### src/rtl/fetch_sequencer.sv
// Instruction fetch sequencer: owns the PC, keeps at most one imem request in flight,
// and holds the returned word in a single output slot. Redirects from execute can flush or halt it.
module fetch_sequencer #(
  parameter logic [31:0] RESET_PC = 32'h0000_0000
) (
  input  logic        clk,
  input  logic        rst_n,
  output logic        imem_req_o,
  output logic [31:0] imem_addr_o,
  input  logic        imem_ready_i,
  input  logic        imem_rvalid_i,
  input  logic [31:0] imem_rdata_i,
  output logic        inst_valid_o,
  input  logic        inst_ready_i,
  output logic [31:0] inst_o,
  output logic [31:0] inst_pc_o,
  input  logic        redirect_valid_i,
  input  logic [31:0] redirect_pc_i,
  output logic        misalign_err_o,
  output logic [1:0]  dbg_state_o
);

  // Handshakes: a transfer happens on a rising edge where valid (imem_req_o / inst_valid_o) and
  // ready (imem_ready_i / inst_ready_i) are both high; a raised valid stays up until taken or flushed.
  localparam logic [1:0] ST_IDLE = 2'd0;
  localparam logic [1:0] ST_REQ  = 2'd1;
  localparam logic [1:0] ST_WAIT = 2'd2;
  localparam logic [1:0] ST_HALT = 2'd3;

  localparam logic [31:0] NOP = 32'h0000_0013;

  logic [1:0]  state_q, state_d;
  logic [31:0] pc_q, pc_d;
  logic        kill_q, kill_d;
  logic        slot_valid_q, slot_valid_d;
  logic [31:0] slot_inst_q, slot_inst_d;
  logic [31:0] slot_pc_q, slot_pc_d;
  logic        err_q, err_d;

  logic slot_free;
  logic accept;
  logic consume;
  logic redir_any;
  logic redir_ok;
  logic redir_bad;
  logic fill;

  always_comb begin
    slot_free = !slot_valid_q || inst_ready_i;
    imem_req_o = (state_q == ST_REQ) && slot_free;
    accept = imem_req_o && imem_ready_i;
    consume = slot_valid_q && inst_ready_i;
    redir_any = redirect_valid_i && (state_q != ST_HALT);
    redir_bad = redir_any && (redirect_pc_i[1:0] != 2'b00);
    redir_ok = redir_any && (redirect_pc_i[1:0] == 2'b00);
    // A response is delivered only if it belongs to the current flow and no redirect arrives with it.
    fill = (state_q == ST_WAIT) && imem_rvalid_i && !kill_q && !redir_any;
  end

  always_comb begin
    state_d      = state_q;
    pc_d         = pc_q;
    kill_d       = kill_q;
    slot_valid_d = slot_valid_q;
    slot_inst_d  = slot_inst_q;
    slot_pc_d    = slot_pc_q;
    err_d        = err_q;

    case (state_q)
      ST_IDLE: begin
        state_d = ST_REQ;
      end
      ST_REQ: begin
        if (consume) slot_valid_d = 1'b0;
        if (accept) state_d = ST_WAIT;
      end
      ST_WAIT: begin
        if (consume) slot_valid_d = 1'b0;
        if (imem_rvalid_i) begin
          state_d = ST_REQ;
          kill_d  = 1'b0;
          if (fill) begin
            slot_valid_d = 1'b1;
            slot_inst_d  = imem_rdata_i;
            slot_pc_d    = pc_q;
            pc_d         = pc_q + 32'd4;
          end
        end
      end
      default: begin
        slot_valid_d = 1'b0;
      end
    endcase

    // Redirects override everything above, including a same-cycle consume or response.
    if (redir_bad) begin
      state_d      = ST_HALT;
      err_d        = 1'b1;
      slot_valid_d = 1'b0;
      kill_d       = 1'b0;
      pc_d         = pc_q;
    end else if (redir_ok) begin
      pc_d         = redirect_pc_i;
      slot_valid_d = 1'b0;
      if (accept) kill_d = 1'b1;
      if ((state_q == ST_WAIT) && !imem_rvalid_i) kill_d = 1'b1;
    end
  end

  always_ff @(posedge clk or negedge rst_n) begin
    if (!rst_n) begin
      state_q      <= ST_IDLE;
      pc_q         <= RESET_PC;
      kill_q       <= 1'b0;
      slot_valid_q <= 1'b0;
      slot_inst_q  <= NOP;
      slot_pc_q    <= RESET_PC;
      err_q        <= 1'b0;
    end else begin
      state_q      <= state_d;
      pc_q         <= pc_d;
      kill_q       <= kill_d;
      slot_valid_q <= slot_valid_d;
      slot_inst_q  <= slot_inst_d;
      slot_pc_q    <= slot_pc_d;
      err_q        <= err_d;
    end
  end

  assign imem_addr_o    = pc_q;
  assign inst_valid_o   = slot_valid_q;
  assign inst_o         = slot_inst_q;
  assign inst_pc_o      = slot_pc_q;
  assign misalign_err_o = err_q;
  assign dbg_state_o    = state_q;

endmodule
### config.mk
export PLATFORM = sky130hd
export DESIGN_NAME = fetch_sequencer
export DESIGN_NICKNAME = d
export VERILOG_FILES = /design/src/rtl/fetch_sequencer.sv
export SDC_FILE = /design/constraint.sdc
export NUM_CORES = 1
export LEC_CHECK = 0
export BUFFER_PORTS_ARGS = -buffer_cell sky130_fd_sc_hd__buf_2
export CORE_ASPECT_RATIO = 0.9
export CORE_MARGIN = 10
export CORE_UTILIZATION = 50
export DETAILED_ROUTE_END_ITERATION = 6
export PLACE_DENSITY = 0.87
export SLEW_MARGIN = 20
export SYNTH_ARGS = -nofsm -noshare
export SYNTH_HDL_FRONTEND = slang
export SYNTH_SLANG_ARGS = --single-unit
export TNS_END_PERCENT = 1
### constraint.sdc
create_clock -name clk -period 2.5 [get_ports clk]
set_input_delay 0.125 -clock clk [delete_from_list [all_inputs] [get_ports clk]]
set_output_delay 0.125 -clock clk [all_outputs]
set_load 0.03 [all_outputs]
# [After elaboration in Yosys (flattened, before gate mapping)]
# Cells that the tools add are included.
[classes] n_shift=0 addsub=1 n_mux=20 div_mod_pow=0 reduce_logical=25 n_bitwise=1 n_eq_ne=6 order_cmp=0 n_mul=0
[op_table] op="32-bit 2-to-1 mux" count=4
[op_table] op="32-bit by 3-bit adder with 32-bit output (second input constant)" count=1
[op_table] op="1-bit 2-to-1 mux" count=11
[op_table] op="1-bit logical AND" count=10
[op_table] op="3-bit != test (second input constant)" count=3
[op_table] op="2-bit nonzero test" count=4
[op_table] op="2-bit 2-to-1 mux" count=3
[op_table] op="2-bit one-hot mux with 3 select lines" count=1
[op_table] op="3-bit AND reduction" count=2
[op_table] op="1-bit zero test" count=4
[op_table] op="2-bit zero test" count=2
[op_table] op="4-bit AND reduction" count=1
[op_table] op="4-bit nonzero test" count=1
[op_table] op="1-bit one-hot mux with 3 select lines" count=1
[op_table] op="2-bit by 1-bit equality test with 1-bit output (second input constant)" count=1
[op_table] op="2-bit equality test (second input constant)" count=1
[op_table] op="2-bit != test (second input constant)" count=1
[op_table] op="1-bit logical OR" count=1
[op_table] op="1-bit NOT" count=1
[totals] latchBits=0 regBits=101 ram_bits=0 mem_count=0 word_cells=60 rom_bits=0 input_bits=70 out_inout_bits=101

# [Logic depth before layout (Yosys ltp)]
# Gate-level depths: netlist of the first run.
[depth] ltp_word=9 ltp_mapped=8 depth_no_buf=7

# [Worst setup path after synthesis of the first run]
# OpenSTA, ideal clock, no wires.
[synth_path] path_type="register to register" startpoint="register state_q[0] (netlist: dbg_state_o[0])" endpoint="register slot_pc_q[10] (netlist: inst_pc_o[10])" path_slack_ns=0.485 setup_time_ns=0.066 stages_incl_launch_ff=9 synth_period_minus_slack_ns=2.015 t_required_ns=2.434 arrival_time_ns=1.949 n_path_buf=2 path_cell_list="dfrtp_1 -> inv_1 -> ha_1 -> and3b_1 -> nand2_1 -> clkbuf_1 -> clkbuf_1 -> nand2_1 -> nand2_1"
[synth_between] elab_chain_len=5 elab_cells_between_ends=8 cone_classes="eq/ne: 2; reduce/logical: 6"
[synth_rtl] item="start: declaration" line="32" text="logic [1:0] state_q, state_d;"
[synth_rtl] item="start signal: assignment" line="120" text="state_q <= state_d;"
[synth_rtl] item="2-bit equality test or 2-bit != test (tied branches)" line="57, 69, 53"
[synth_rtl] item="1-bit logical AND (on tied branches)" line="57, 53"
[synth_rtl] item="1-bit logical AND or 1-bit zero test (tied branches)" line="57" text="fill = (state_q == ST_WAIT) && imem_rvalid_i && !kill_q && !redir_any;"
[synth_rtl] item="1-bit logical AND" line="57"
[synth_rtl] item="3-bit AND reduction (no source line) (*)"
[synth_rtl] item="end signal: assignment" line="125" text="slot_pc_q <= slot_pc_d;"
[synth_rtl] item="end: declaration" line="37" text="logic [31:0] slot_pc_q, slot_pc_d;"
# Mark *: on every way between the ends. The rest lies on a longest branch, timed or not.
# A chain may end at the register's enable or synchronous reset.

# [Final worst setup path of the first run]
[layout_path] startpoint="register state_q[0] (netlist: dbg_state_o[0])" endpoint="register pc_q[4] (netlist: imem_addr_o[4])"
[layout_between] elab_chain_len=6 elab_cells_between_ends=15 cone_classes="eq/ne: 2; mux: 1; bitwise: 1; reduce/logical: 11"
[layout_rtl] item="2-bit equality test or 2-bit != test (tied branches)" line="57, 69, 53"
[layout_rtl] item="1-bit logical AND (on tied branches)" line="57, 53"
[layout_rtl] item="1-bit logical AND or 1-bit zero test (tied branches)" line="57"
[layout_rtl] item="1-bit logical AND" line="57"
[layout_rtl] item="2-bit nonzero test (no source line)"
[layout_rtl] item="4-bit AND reduction (no source line)"
[layout_rtl] item="end signal: assignment" line="121" text="pc_q <= pc_d;"
[layout_rtl] item="end: declaration" line="33" text="logic [31:0] pc_q, pc_d;"
# Parallel ways exist; a longest one is shown, timed or not.

==> impl_metrics.py, run 1 <==
metrics = {
    "run_status": {
        "status": "complete, no violations",
    },
    "critical_path": {
        "critPathLaunch": "dbg_state_o[0]",
        "crit_cells": 7,
        "r2r-end": "imem_addr_o[4]",
        "critPathArrivalTime_ps": 2540,
        "crit_end": "imem_addr_o[4]",
        "ff2ff_path_depth": 7,
        "crit_family": "simple AND/OR/NAND/NOR gates",
        "critical_path.cell_chain": "inv_1 > ha_1 > and3b_1 > nand2_2 > buf_4 > o21ai_0 > a21oi_1",
        "required_ps": 2780,
        "crit_slowest_cell": "dfrtp_1",
        "start_kind": "flop",
        "critPathMaxFanout": 28,
        "end_kind": "flop",
        "critPathBufInv": 2,
        "worstReg2RegStart": "dbg_state_o[0]",
        "slowest_delay_ps": 440,
        "worst-setup-path-type": "flop to flop",
        "r2r_slack_ps": 240,
    },
    "route": {
        "wl_met2_mm": 6.95,
        "wl_mm": 14.4,
        "firstDrtPassIters": 5,
        "drtAntennaViolNets": 0,
        "wl_met1_mm": 5.88,
        "vias": 4646,
        "drt_iter0_markers": 406,
        "vias_per_cell": 5.36,
        "wl_met3_mm": 1.30,
        "avgRoutedWirePerCell_um": 16.6,
        "route.top_layer_used": "met4",
        "drc_errors": 0,
    },
    "synthesis": {
        "ys_warn_count": 0,
        "yosys.area_share.adder_pct": 1.61,
        "synth_edf_count": 0,
        "async_reset_ff_share_pct": 100,
        "synth_compound_area_share_pct": 9.36,
        "synthCells": 523,
        "synthMuxAreaShare_pct": 0.644,
        "syn_area_per_cell_um2": 8.92,
        "ys_ff_latch": 101,
        "netlist_area_um2": 4660,
        "syn_nets": 599,
        "synth_cell_types": 54,
        "ys.flop_type": "dfrtp_1",
        "synthXorXnorAreaFrac_pct": 1.69,
        "synth_simple_gate_area_share_pct": 29.7,
        "ys_seq_area_share_pct": 54.3,
        "synth_top_family_by_area": "simple AND/OR/NAND/NOR gates",
    },
    "clocking": {
        "cts_setup_buffers": 0,
        "post_cts_resize_count": 0,
        "clk_path_buf_depth": 2,
        "path_clk_slew_ps": 100,
        "cts.sinks": 101,
        "cts.htree.levels": 3,
        "cts_buffers": 9,
        "cts_hold_buf": 46,
        "cts_tree": "built",
        "cts-root-buf": "clkbuf_8",
        "insertion_delay_ps": 360,
    },
    "sta": {
        "period_share_pct": 90.5,
        "tns_ps": 0,
        "fmax_mhz": 442,
        "skew_ps": 14.5,
        "max_slew_margin_pct": 50.2,
        "maxSlewViolCount": 0,
        "worst_pin_slew_ps": 747,
        "finalSetupViolCount": 0,
        "period_minus_slack_ps": 2260,
        "fin_ws_ps": 238,
        "hold_viol": 0,
        "rsz0062_at_grt": "false",
    },
    "global_routing": {
        "grt_antenna_before_repair": 1,
        "grt_pass1_vias": 4614,
        "grt_max_degree": 57,
        "gr-total-overflow": 0,
        "grt_pass1_wl_mm": 23.4,
        "grt_use_total_pct": 20.8,
    },
    "final_layout": {
        "fin_nets": 814,
        "drive_gt1_share_pct": 28.8,
        "syn2layout_area_growth_pct": 36.2,
        "final_area_um2": 6350,
        "mostFrequentLayoutCell": "nand2_1",
        "mostFrequentLayoutCells": "nand2_1 (218), buf_2 (169), dfrtp_1 (98), dlygate4sd3_1 (46), o21ai_0 (20)",
    },
    "place": {
        "portBuffers": 170,
        "gp_congestion": 0.820,
        "placed_area_um2": 5680,
        "hpwl_mm": 10.2,
        "pre_cts_slack_ps": 276,
    },
    "die": {
        "die_w_um": 122,
        "core_area_um2": 9130,
        "ios": 171,
        "initial_core_util_pct": 51.1,
        "die_y_um": 112,
        "die_area_um2": 13600,
        "rows": 33,
    },
    "pwr": {
        "power.density_nw_per_um2": 1210,
        "p_int_mw": 3.95,
        "seqPwrFrac_pct": 38.4,
        "total_leakage_power_nw": 3.33,
        "combPwrFrac_pct": 46.9,
        "p_sw_share_pct": 48.7,
        "clkPwrFrac_pct": 14.7,
        "vdd_ir_drop_max_mv": 0.623,
        "switching_power_mw": 3.75,
    },
    "min_path": {
        "hold_path_class": "primary input to flop",
    },
    "flow_run": {
        "cap_viol_max_count": 0,
    },
}
[sequential cells by signal, indices dropped and copies added, names as in the netlist]
register	cells
imem_addr_o	32
inst_o	32
inst_pc_o	32
dbg_state_o	2
inst_valid_o	1
kill_q	1
misalign_err_o	1
[Yosys cell counts, types with 3 or more instances]
library cell  number  area (um2)
nand2_1          219         822
dfrtp_1           98        2450
o21ai_0           20         100
a21oi_1           19        95.1
nand3_1           19        95.1
nor2_1            19        71.3
clkbuf_1          14        52.6
nand4_1           11        68.8
ha_1               6        75.1
xor2_1             6        52.6
and2_1             5        31.3
o211ai_1           5        37.5
o311ai_0           5        43.8
a22oi_1            4        30.0
buf_1              4        15.0
inv_1              4        15.0
and3_1             3        18.8
buf_2              3        15.0
dfstp_2            3        78.8
mux2i_1            3        30.0
nor3_1             3        15.0
nor4_1             3        18.8
o22ai_1            3        18.8
xnor2_1            3        26.3
[cell type report]
cell class,count,area (um2)
antenna,1,2.50
clock buffer,11,131
clock inverter,5,83.8
fill,709,2770
inverter,4,15.0
multi-input combinational,394,2020
sequential,101,2530
tap,122,153
timing repair buffer,228,1420
[kinds of logic (layout without fill, tap and decap cells)]
| family | after synthesis | count (layout) |
|---|---|---|
| XOR/XNOR | 9 | 9 |
| adder cells (fa/ha/maj) | 6 | 6 |
| buffers and inverters | 28 | 248 |
| multiplexers | 3 | 3 |
| AO/OA/AOI/OAI | 70 | 70 |
| AND/OR/NAND/NOR | 306 | 306 |
| flip-flops | 101 | 101 |
| other | 0 | 1 |
[worst min-delay path by stage]
stage	from	endpoint	slack, ps	cells after the start
3_5_place_dp	rst_n	inst_pc_o[5]	160	1
4_1_cts	redirect_pc_i[19]	imem_addr_o[19]	0.8	3
6_report	redirect_pc_i[19]	imem_addr_o[19]	8	3
5_1_grt	redirect_pc_i[23]	imem_addr_o[23]	20	3
2_1_floorplan	rst_n	dbg_state_o[0]	-170	0
3_3_place_gp	rst_n	inst_pc_o[19]	150	1
[layer usage]
| metal | track usage, % | up-vias |
|---|---|---|
| met5 | 0 | - |
| met4 | 6.59 | 0 |
| met3 | 5.86 | 23 |
| met2 | 33.8 | 195 |
| met1 | 26.0 | 2237 |
| li1 | - | 2191 |
[power groups by stage]
stage / combinational (mW) / sequential [mW] / clock [mW]
finish: 3.61 / 2.95 / 1.13
global route: 3.93 / 3.04 / 1.22
CTS: 3.63 / 2.94 / 1.16
detailed placement: 3.57 / 2.96 / 0
global placement: 3.47 / 2.92 / 0
floorplan: 1.10 / 4.18 / 0
[worst min-delay path, cell delays in order]
cell and delay, ps:
buf_2 90, nand2_1 50, o21ai_0 60
[through the flow]
step	cells	util (%)	power, mW	hold WS [ps]
finish	866	69.6	7.69	8.05
global placement	803	62.2	6.39	153
global route	866	69.6	8.19	19.3
detailed placement	803	62.2	6.53	162
floorplan	523	-	5.28	-171
CTS	865	69.6	7.72	0.754
Power figures use the tool's default switching activity.
==> run 2, diff against run 1 <==
--- a/config.mk
+++ b/config.mk
@@ -10,7 +10,7 @@
 export CORE_MARGIN = 10
 export CORE_UTILIZATION = 50
 export DETAILED_ROUTE_END_ITERATION = 6
-export PLACE_DENSITY = 0.87
+export PLACE_DENSITY = 0.81
 export SLEW_MARGIN = 20
 export SYNTH_ARGS = -nofsm -noshare
 export SYNTH_HDL_FRONTEND = slang
==> impl_metrics.py, run 2 (synthesis results as in run 1) <==
metrics = {
    "clocking": {
        "insertion_delay_ps": 370,
        "clk_path_buf_depth": 2,
        "post_cts_resize_count": 0,
        "cts_buffers": 9,
        "cts.htree.levels": 3,
        "path_clk_slew_ps": 100,
        "cts_tree": "built",
        "cts.sinks": 101,
        "cts-root-buf": "clkbuf_8",
    },
    "route": {
        "wl_mm": 14.7,
        "drtAntennaViolNets": 0,
        "avgRoutedWirePerCell_um": 16.8,
        "firstDrtPassIters": 6,
        "vias": 4649,
        "vias_per_cell": 5.33,
        "drt_iter0_markers": 510,
        "drc_errors": 0,
    },
    "place": {
        "portBuffers": 170,
        "dp_cells": 806,
        "placed_area_um2": 5700,
        "hpwl_mm": 10.5,
        "gp_congestion": 0.849,
    },
    "final_layout": {
        "drive_gt1_share_pct": 29.2,
        "mostFrequentLayoutCell": "nand2_1",
        "final_area_um2": 6380,
        "diodes": 0,
        "final_cells": 872,
        "fin_nets": 821,
        "mostFrequentLayoutCells": "nand2_1 (218), buf_2 (169), dfrtp_1 (98), dlygate4sd3_1 (50), o21ai_0 (20)",
        "syn2layout_area_growth_pct": 36.8,
    },
    "sta": {
        "period_minus_slack_ps": 2170,
        "finalSetupViolCount": 0,
        "hold_viol": 0,
        "rsz0062_at_grt": "false",
        "period_share_pct": 87.0,
        "maxSlewViolCount": 0,
        "fmax_mhz": 460,
        "tns_ps": 0,
        "worst_pin_slew_ps": 750,
        "skew_ps": 7.85,
        "max_slew_margin_pct": 50.0,
    },
    "global_routing": {
        "grt_antenna_before_repair": 0,
        "grt_max_degree": 44,
        "gr-total-overflow": 0,
        "grt_use_total_pct": 21.7,
        "grt_pass1_wl_mm": 24.3,
        "grt_pass1_vias": 4744,
    },
    "flow_run": {
        "cap_viol_max_count": 0,
    },
    "pwr": {
        "p_total_mw": 7.56,
        "total_leakage_power_nw": 3.35,
        "power.density_nw_per_um2": 1180,
        "vdd_ir_drop_max_mv": 0.565,
    },
    "critical_path": {
        "end_kind": "flop",
        "required_ps": 2720,
        "critPathMaxFanout": 21,
        "worst-setup-path-type": "flop to flop",
        "critPathArrivalTime_ps": 2400,
        "start_kind": "flop",
    },
    "die": {
        "die_y_um": 112,
        "ios": 171,
        "die_w_um": 122,
        "rows": 33,
        "die_area_um2": 13600,
        "core_area_um2": 9130,
        "initial_core_util_pct": 51.1,
    },
    "min_path": {
        "hold_path_class": "primary input to flop",
    },
    "run_status": {
        "status": "complete, no violations",
    },
}
-- run 2: cell types whose count changed in the layout (fill, tap and decap cells not counted), moves of 2 or more --
cell and change:
bufinv_16 -2, buf_4 +3, clkinv_4 +2, clkbuf_1 -2, dlygate4sd3_1 +4
-- run 2: power breakdown --
group | internal [mW] | leakage [nW] | total, mW | switching [mW]
Sequential | 2.30 | 1.26 | 2.95 | 0.650
Clock | 0.378 | 0.0921 | 0.976 | 0.598
Combinational | 1.08 | 2.00 | 3.63 | 2.55
Total | 3.77 | 3.35 | 7.56 | 3.79
-- run 2: repair_timing --
item	in CTS	in global routing
buffers inserted	0	0
hold endpoints to repair	84	0
hold buffers	50	0
-- run 2: stage by stage --
step / utilization (%) / hold WS [ps] / worst slack [ps]
finish: 69.9 / 8.23 / 326
floorplan: - / -171 / 485
detailed placement: 62.4 / 146 / 407
CTS: 69.9 / 5.54 / 361
global placement: 62.4 / 131 / 529
global route: 69.9 / 15.2 / 140
-- run 2: cell type report --
type                            count  area (um2)
Inverter                            4        15.0
Clock buffer                        9         124
Sequential cell                   101        2530
Tap cell                          122         153
Clock inverter                      7        58.8
Timing Repair Buffer              235        1480
Fill cell                         719        2740
Multi-Input combinational cell    394        2020
-- run 2: path summary, 6_finish.rpt --
check | cells after the start | slack, ps | endpoint | start
min in group asynchronous | 2 | 260 | inst_o[28] | rst_n
worst max-delay path | 8 | 330 | imem_addr_o[23] | dbg_state_o[0]
worst max register to register | 8 | 330 | imem_addr_o[23] | dbg_state_o[0]
max in group asynchronous | 3 | 1540 | inst_pc_o[2] | rst_n
worst min register to register | 2 | 460 | inst_o[1] | inst_o[1]
worst min-delay path | 3 | 8 | imem_addr_o[9] | redirect_pc_i[9]
-- run 2: critical path: stages, from the launching register on --
cell and delay [ps]:
dfrtp_1 440, inv_1 110, ha_1 260, and3b_1 220, nand2_2 350, buf_4 250, a41oi_1 50, o21ai_0 170
o311ai_0 160
-- run 2: per-layer routing --
layer	GRT usage, %	part of all wire (%)	vias up
li1	-	-	2206
met2	36.7	49	229
met1	26.5	40	2187
met4	6.43	2.1	0
met5	0	0	-
met3	5.81	8.6	27
==> run 3, diff against run 2 <==
--- a/config.mk
+++ b/config.mk
@@ -10,7 +10,7 @@
 export CORE_MARGIN = 10
 export CORE_UTILIZATION = 50
 export DETAILED_ROUTE_END_ITERATION = 6
-export PLACE_DENSITY = 0.81
+export PLACE_DENSITY = 0.88
 export SLEW_MARGIN = 20
 export SYNTH_ARGS = -nofsm -noshare
 export SYNTH_HDL_FRONTEND = slang
==> impl_metrics.py, run 3 (synthesis results as in run 1) <==
metrics = {
    "run_status": {
        "status": "complete, no violations",
    },
    "critical_path": {
        "worst-setup-path-type": "flop to flop",
        "end_kind": "flop",
        "required_ps": 2710,
        "start_kind": "flop",
        "critPathArrivalTime_ps": 2510,
        "r2r_slack_ps": 190,
        "critPathMaxFanout": 23,
    },
    "sta": {
        "hold_viol": 0,
        "finalSetupViolCount": 0,
        "holdWs_ps": 17.1,
        "max_slew_margin_pct": 52.7,
        "period_minus_slack_ps": 2310,
        "skew_ps": 9.37,
        "period_share_pct": 92.2,
        "rsz0062_at_grt": "false",
        "worst_pin_slew_ps": 709,
        "fmax_mhz": 434,
        "tns_ps": 0,
        "maxSlewViolCount": 0,
    },
    "flow_run": {
        "cap_viol_max_count": 0,
    },
    "global_routing": {
        "grt_use_total_pct": 21.3,
        "grt_pass1_vias": 4757,
        "gr-total-overflow": 0,
        "grt_pass1_wl_mm": 23.9,
        "grt_antenna_before_repair": 1,
        "grt_max_degree": 57,
    },
    "route": {
        "vias": 4682,
        "wl_mm": 14.8,
        "vias_per_cell": 5.43,
        "drt_iter0_markers": 383,
        "drc_errors": 0,
        "avgRoutedWirePerCell_um": 17.2,
        "firstDrtPassIters": 5,
        "drtAntennaViolNets": 0,
    },
    "clocking": {
        "clk_path_buf_depth": 2,
        "cts_setup_buffers": 0,
        "cts.sinks": 101,
        "cts_hold_buf": 44,
        "cts_tree": "built",
        "post_cts_resize_count": 0,
        "cts_buffers": 9,
        "insertion_delay_ps": 360,
        "path_clk_slew_ps": 100,
        "cts.htree.levels": 3,
        "cts-root-buf": "clkbuf_8",
    },
    "die": {
        "die_area_um2": 13600,
        "die_y_um": 112,
        "rows": 33,
        "ios": 171,
        "initial_core_util_pct": 51.1,
        "core_area_um2": 9130,
        "die_w_um": 122,
    },
    "final_layout": {
        "mostFrequentLayoutCells": "nand2_1 (218), buf_2 (169), dfrtp_1 (98), dlygate4sd3_1 (44), o21ai_0 (20)",
        "fillCellCount": 695,
        "fin_util_pct": 69.4,
        "fin_nets": 811,
        "mostFrequentLayoutCell": "nand2_1",
        "syn2layout_area_growth_pct": 35.8,
        "multi_input_area_um2": 2020,
        "regArea_um2": 2530,
        "drive_gt1_share_pct": 28.9,
    },
    "pwr": {
        "p_total_mw": 7.73,
        "power.density_nw_per_um2": 1220,
        "total_leakage_power_nw": 3.32,
        "vdd_ir_drop_max_mv": 0.633,
    },
    "min_path": {
        "hold_path_class": "primary input to flop",
    },
    "place": {
        "hpwl_mm": 10.5,
        "portBuffers": 170,
        "gp_congestion": 0.890,
    },
}
run 3: layout make-up:
type                       count  share of cell area [%]
sequential                   101                    39.9
multi-input combinational    394                    31.9
timing repair buffer         225                    21.9
tap                          122                    2.41
clock buffer                  11                    2.23
clock inverter                 5                    1.32
inverter                       4                   0.237
antenna                        1                  0.0395
run 3: where the power goes:
group	switching, mW	total [mW]	internal (mW)
Clock	0.563	1.16	0.594
Combinational	2.54	3.61	1.07
Sequential	0.653	2.96	2.30
Total	3.76	7.73	3.97
run 3: metrics by stage:
| stage | std cells | worst slack, ps | cell area (um2) |
|---|---|---|---|
| 2_1_floorplan | 523 | 485 | 4660 |
| 3_3_place_gp | 802 | 486 | 5670 |
| 3_5_place_dp | 802 | 237 | 5670 |
| 4_1_cts | 862 | 215 | 6330 |
| 5_1_grt | 863 | 54.5 | 6340 |
| 6_report | 863 | 195 | 6340 |
run 3: metal layers:
layer	vias to the layer above	part of all wire [%]	routed length, um	global-route usage (%)
met5	-	0	0	0
li1	2175	-	-	-
met3	31	8.1	1200	5.30
met1	2258	40	5950	25.1
met4	0	2.0	302	7.23
met2	218	50	7350	36.9
run 3: critical path: stages (launching register included):
cell	delay, ps
dfrtp_1	450
inv_1	110
ha_1	270
and3b_1	220
nand2_2	380
buf_4	270
a41oi_1	60
o21ai_0	210
o311ai_0	180
run 3: final timing paths:
path,from,end,cells after the start
hold reg to reg,inst_o[0],inst_o[0],2
min in group asynchronous,rst_n,inst_pc_o[7],2
max in group asynchronous,rst_n,inst_o[4],3
setup reg to reg,dbg_state_o[0],imem_addr_o[23],8
setup / recovery,dbg_state_o[0],imem_addr_o[23],8
hold / removal,redirect_pc_i[24],imem_addr_o[24],3
